--- src/rtl/uplink_packet_arbiter.sv ---
// Packet-granular two-source arbiter for the 32-bit eth -> cs20 HS uplink stream.
// Optional build macro UPLINK_ARB_STRICT_PRIO_EN: s0 always wins in IDLE instead of round-robin.
`timescale 1ns/1ps

module uplink_packet_arbiter #(
    parameter int DATA_W        = 32,
    parameter int MAX_PKT_WORDS = 1024,
    parameter int STALL_TIMEOUT = 256
) (
    input  logic              clk,
    input  logic              reset_n,
    input  logic [DATA_W-1:0] s0_data,
    input  logic              s0_valid,
    input  logic              s0_last,
    output logic              s0_ready,
    input  logic [DATA_W-1:0] s1_data,
    input  logic              s1_valid,
    input  logic              s1_last,
    output logic              s1_ready,
    output logic [DATA_W-1:0] m_data,
    output logic              m_valid,
    output logic              m_last,
    input  logic              m_ready,
    output logic [1:0]        o_owner,
    output logic              o_trunc,
    output logic              o_timeout
);

    localparam int WCNT_W = $clog2(MAX_PKT_WORDS + 1);
    localparam int SCNT_W = $clog2(STALL_TIMEOUT + 1);

    typedef enum logic [2:0] {IDLE, GRANT0, GRANT1, DRAIN0, DRAIN1} state_t;

    state_t              state;
    logic [WCNT_W-1:0]   word_cnt;
    logic [SCNT_W-1:0]   stall_cnt;
    logic [1:0]          rst_sync;
    logic                rst_n;

    // Assertion is immediate; release reaches the core two clocks later.
    always_ff @(posedge clk or negedge reset_n) begin
        if (!reset_n) rst_sync <= 2'b00;
        else          rst_sync <= {rst_sync[0], 1'b1};
    end
    assign rst_n = rst_sync[1];

    logic              sel_s1, granted, out_free, accept, at_limit, stall_hit, pick_s1;
    logic [DATA_W-1:0] in_data;
    logic              in_valid, in_last;

    assign sel_s1    = (state == GRANT1) || (state == DRAIN1);
    assign granted   = (state == GRANT0) || (state == GRANT1);
    assign in_data   = sel_s1 ? s1_data  : s0_data;
    assign in_valid  = sel_s1 ? s1_valid : s0_valid;
    assign in_last   = sel_s1 ? s1_last  : s0_last;
    assign out_free  = !m_valid || m_ready;
    assign accept    = granted && in_valid && out_free;
    assign at_limit  = (word_cnt  == WCNT_W'(MAX_PKT_WORDS - 1));
    assign stall_hit = (stall_cnt == SCNT_W'(STALL_TIMEOUT - 1));

    assign s0_ready = ((state == GRANT0) && out_free) || (state == DRAIN0);
    assign s1_ready = ((state == GRANT1) && out_free) || (state == DRAIN1);

`ifdef UPLINK_ARB_STRICT_PRIO_EN
    assign pick_s1 = !s0_valid;
`else
    logic prefer_s1;
    assign pick_s1 = s1_valid && (!s0_valid || prefer_s1);
`endif

    // NOTE: default assignment first so every path drives o_owner and no latch is inferred.
    always_comb begin
        o_owner = 2'b00;
        case (state)
            GRANT0, DRAIN0: o_owner = 2'b01;
            GRANT1, DRAIN1: o_owner = 2'b10;
            default:        o_owner = 2'b00;
        endcase
    end

    // NOTE: all state uses non-blocking assignments so every flop samples pre-edge values.
    always_ff @(posedge clk or negedge rst_n) begin
        if (!rst_n) begin
            state     <= IDLE;
            word_cnt  <= '0;
            stall_cnt <= '0;
            m_data    <= '0;
            m_valid   <= 1'b0;
            m_last    <= 1'b0;
            o_trunc   <= 1'b0;
            o_timeout <= 1'b0;
`ifndef UPLINK_ARB_STRICT_PRIO_EN
            prefer_s1 <= 1'b0;
`endif
        end else begin
            o_trunc   <= 1'b0;
            o_timeout <= 1'b0;
            if (m_valid && m_ready) begin
                m_valid <= 1'b0;
                m_last  <= 1'b0;
            end
            case (state)
                IDLE: begin
                    word_cnt  <= '0;
                    stall_cnt <= '0;
                    if (s0_valid || s1_valid) begin
                        state <= pick_s1 ? GRANT1 : GRANT0;
`ifndef UPLINK_ARB_STRICT_PRIO_EN
                        prefer_s1 <= !pick_s1;
`endif
                    end
                end
                GRANT0, GRANT1: begin
                    if (in_valid) begin
                        stall_cnt <= '0;
                        if (accept) begin
                            m_data   <= in_data;
                            m_valid  <= 1'b1;
                            m_last   <= in_last || at_limit;
                            word_cnt <= word_cnt + 1'b1;
                            if (in_last) begin
                                state <= IDLE;
                            end else if (at_limit) begin
                                o_trunc <= 1'b1;
                                state   <= sel_s1 ? DRAIN1 : DRAIN0;
                            end
                        end
                    end else if (stall_hit) begin
                        // Packet leaves without last; the downstream framer drops it.
                        o_timeout <= 1'b1;
                        stall_cnt <= '0;
                        state     <= sel_s1 ? DRAIN1 : DRAIN0;
                    end else begin
                        stall_cnt <= stall_cnt + 1'b1;
                    end
                end
                DRAIN0, DRAIN1: begin
                    if (in_valid && in_last) state <= IDLE;
                end
                default: state <= IDLE;
            endcase
        end
    end

endmodule

--- config.mk ---
export PLATFORM = sky130hd
export DESIGN_NAME = uplink_packet_arbiter
export DESIGN_NICKNAME = d
export VERILOG_FILES = /design/src/rtl/uplink_packet_arbiter.sv
export SDC_FILE = /design/constraint.sdc
export NUM_CORES = 1
export LEC_CHECK = 0
export CORE_UTILIZATION = 45
export CTS_BUF_LIST = sky130_fd_sc_hd__clkbuf_16
export CTS_CLUSTER_SIZE = 30
export DETAILED_ROUTE_END_ITERATION = 8
export PLACE_DENSITY = 0.81
export SKIP_CTS_REPAIR_TIMING = 1
export SYNTH_ARGS = -nofsm -noshare
export SYNTH_HDL_FRONTEND = slang
export SYNTH_SLANG_ARGS = --single-unit
--- constraint.sdc ---
create_clock -name clk -period 4.4 [get_ports clk]
set_input_delay 0.44 -clock clk [delete_from_list [all_inputs] [get_ports clk]]
set_output_delay 0.44 -clock clk [all_outputs]
set_load 0.05 [all_outputs]
==> flow_summary.json <==
{
  "syn_avg_cell_area_um2": 10.04,
  "rsz0062_at_grt": "false",
  "switching_share_pct": 45.42,
  "antenna_found_initial": 0,
  "cts_buffers": 9,
  "drc": 25,
  "syn_nets": 376,
  "synth_area_leaders": "dfrtp_1 (51%), mux2i_1 (12%), a21oi_1 (6.9%)",
  "synth_top_area_share_pct": 50.99,
  "wire_per_inst_um": 15.02,
  "synth_top_family_by_area": "simple AND/OR/NAND/NOR gates",
  "gr-total-overflow": 0,
  "clock.fmax_mhz": 372.5,
  "drtAntennaViolNets": 0,
  "synth_edf_count": 0,
  "grt_pass1_vias": 2642,
  "area_growth_pct": 48.19,
  "path_class": "reg2out",
  "fillers": 477,
  "viasPerCell": 5.407,
  "ys_warn_count": 0,
  "synth_top_area_cell": "dfrtp_1",
  "rows": 29,
  "start_util_pct": 47.38,
  "seqPwrFrac_pct": 25.3,
  "dp_hpwl_mm": 5.289,
  "async_flop_share_pct": 100.0,
  "internal_power_mw": 1.999,
  "rr_worst_depth": 5,
  "cts.htree.levels": 3,
  "ir_drop_mv": 0.5932,
  "drive_gt1_share_pct": 6.235,
  "core_mm2": 0.006422,
  "max_slew_margin_pct": 43.95,
  "endpoint_kind": "primary output",
  "yosys.area_share.simple_pct": 16.82,
  "final_hold_viol_count": 0,
  "clock_path_buffers": 2,
  "cap_violations": 0,
  "io_pins": 111,
  "reg2reg_from": "state[0]$_DFFE_PN0P_",
  "slew_violations": 0,
  "tightestPinTransition_ns": 0.8381,
  "violations": "DRC",
  "p_sw_mw": 1.664,
  "synth_seq_cells": 62,
  "setup_viol": 0,
  "clock_latency_ns": 0.32,
  "netlist_area_mm2": 0.003043,
  "synthMuxAreaShare_pct": 12.38,
  "crit_path_max_fanout": 16,
  "syn_inst": 303,
  "die_x_um": 84.23,
  "grt_usage_pct": 21.65,
  "dieArea_mm2": 0.007095,
  "min_path_type": "in2async",
  "regToRegEndpoint": "m_data[5]$_DFFE_PN0P_",
  "nNetsFinal": 485,
  "period_minus_slack_ns": 2.684,
  "rrSetupSlack_ns": 1.78,
  "fin_util_pct": 70.21,
  "synth_top_flop_cell": "dfrtp_1",
  "clock-sinks": 62,
  "power_frac_clock_pct": 19.5,
  "synthAdderAreaFrac_pct": 0.8224,
  "synth_compound_area_share_pct": 13.03,
  "numPortBuffers": 110,
  "power.leakage_nw": 1.865,
  "status": "complete, but fails checks",
  "fin_crit_sh_pct": 61.01,
  "tritoncts": "done",
  "power_density_mw_per_mm2": 812.4,
  "n_antenna_cell": 0,
  "place_congestion": 0.7999,
  "comb_power_share_pct": 55.2,
  "cp.required_ns": 3.96,
  "whs_ns": 0.2876,
  "drt_iter0_drc": 173,
  "synth_top_cells_by_count": "dfrtp_1 (62), nor2_1 (51), a21oi_1 (42)",
  "cts-root-buf": "clkbuf_16",
  "synthDistinctLibCells": 47,
  "crit_arrival_ns": 2.24,
  "num_vias": 2671,
  "routed_wl_mm": 7.421,
  "start_kind": "flop",
  "grt_max_degree": 61,
  "clk_pin_slew_worst_paths_ns": 0.05,
  "finalClockSkew_ns": 0.008602,
  "synth-xor-area-share_pct": 2.878,
  "grt_pass1_wl_mm": 12.19,
  "fp.dieH_um": 84.23,
  "ys_seq_area_share_pct": 50.99,
  "setup_tns_ns": 0,
  "first_pass_iters": 7,
  "synth_most_common_cell": "dfrtp_1"
}
-- stage by stage --
step | power (mW) | setup slack [ns] | area, µm² | instances
global placement | 2.910 | 1.563 | 4204 | 478
detailed placement | 2.961 | 1.467 | 4204 | 478
finish | 3.663 | 1.716 | 4509 | 494
global route | 3.864 | 1.532 | 4509 | 494
CTS | 3.691 | 1.740 | 4509 | 494
floorplan | 2.347 | 2.103 | 3043 | 303
-- layout by cell type (no fill, tap or decap), types with 2 or more instances in the layout --
cell type / synthesis / layout
clkdlybuf4s50_1: 0 / 110
dfrtp_1: 62 / 61
nor2_1: 51 / 50
a21oi_1: 42 / 42
mux2i_1: 35 / 35
nand2_1: 14 / 14
clkbuf_16: 0 / 9
o21ai_0: 8 / 8
xor2_1: 8 / 8
nand3_1: 8 / 8
nand4_1: 6 / 6
nor2b_1: 5 / 5
and4_1: 4 / 4
buf_4: 0 / 4
inv_1: 2 / 3
nand3b_1: 3 / 3
a31oi_1: 3 / 3
clkinv_1: 0 / 3
xnor2_1: 2 / 2
nor4b_1: 2 / 2
nor3_1: 2 / 2
a21o_1: 2 / 2
o31ai_1: 2 / 2
ha_1: 2 / 2
bufinv_16: 0 / 2
-- critical path, cell delays in order, from the launching register on --
cell and delay [ns]:
dfrtp_1 0.63, nor2b_1 0.28, a21oi_1 0.09, nor2_1 0.11
clkdlybuf4s50_1 0.82
-- power groups by stage --
stage          clock network, mW  registers, mW  logic (mW)
2_1_floorplan                  0           1.42       0.930
3_3_place_gp                   0          0.921        1.99
3_5_place_dp                   0          0.931        2.03
4_1_cts                    0.727          0.924        2.04
5_1_grt                    0.757          0.954        2.15
6_report                   0.716          0.926        2.02
-- how the worst max path moves through the flow --
stage	end	slack [ns]	cells after the start	start
6_report	s1_ready	1.72	4	state[1]$_DFFE_PN0P_
5_1_grt	m_data[22]$_DFFE_PN0P_	1.53	6	s1_valid
4_1_cts	s0_ready	1.74	4	state[0]$_DFFE_PN0P_
3_5_place_dp	m_data[31]$_DFFE_PN0P_	1.47	6	s1_valid
3_3_place_gp	m_data[31]$_DFFE_PN0P_	1.56	6	s1_valid
2_1_floorplan	s0_ready	2.10	3	state[2]$_DFFE_PN0P_
-- state kept, by name, indices dropped and copies added (netlist names), 2 cells and up --
signal     count
m_data        32
rst_sync       2
stall_cnt      9
state          3
word_cnt      11
-- metal layers --
metal  GRT usage [%]  part of all wire [%]
met5               0                     0
met4           7.994                   1.2
met3           5.605                   7.2
met2           37.33                    50
met1           26.21                    41
-- cell type report --
type / count / area, µm² / area share, %
Sequential cell: 62 / 1553 / 34.43
Multi-Input combinational cell: 223 / 1416 / 31.41
Inverter: 2 / 7.507 / 0.1665
Clock buffer: 9 / 225.2 / 4.994
Tap cell: 77 / 96.34 / 2.137
Timing Repair Buffer: 114 / 1131 / 25.08
Clock inverter: 7 / 80.08 / 1.776
-- logic make-up after synthesis --
logic type	Yosys count
buf+inv	18
fa+ha+maj	2
compound gates	68
flops	62
simple gates	105
xor+xnor	10
mux	37
other cells	1
(Power assumes the default switching activity.)
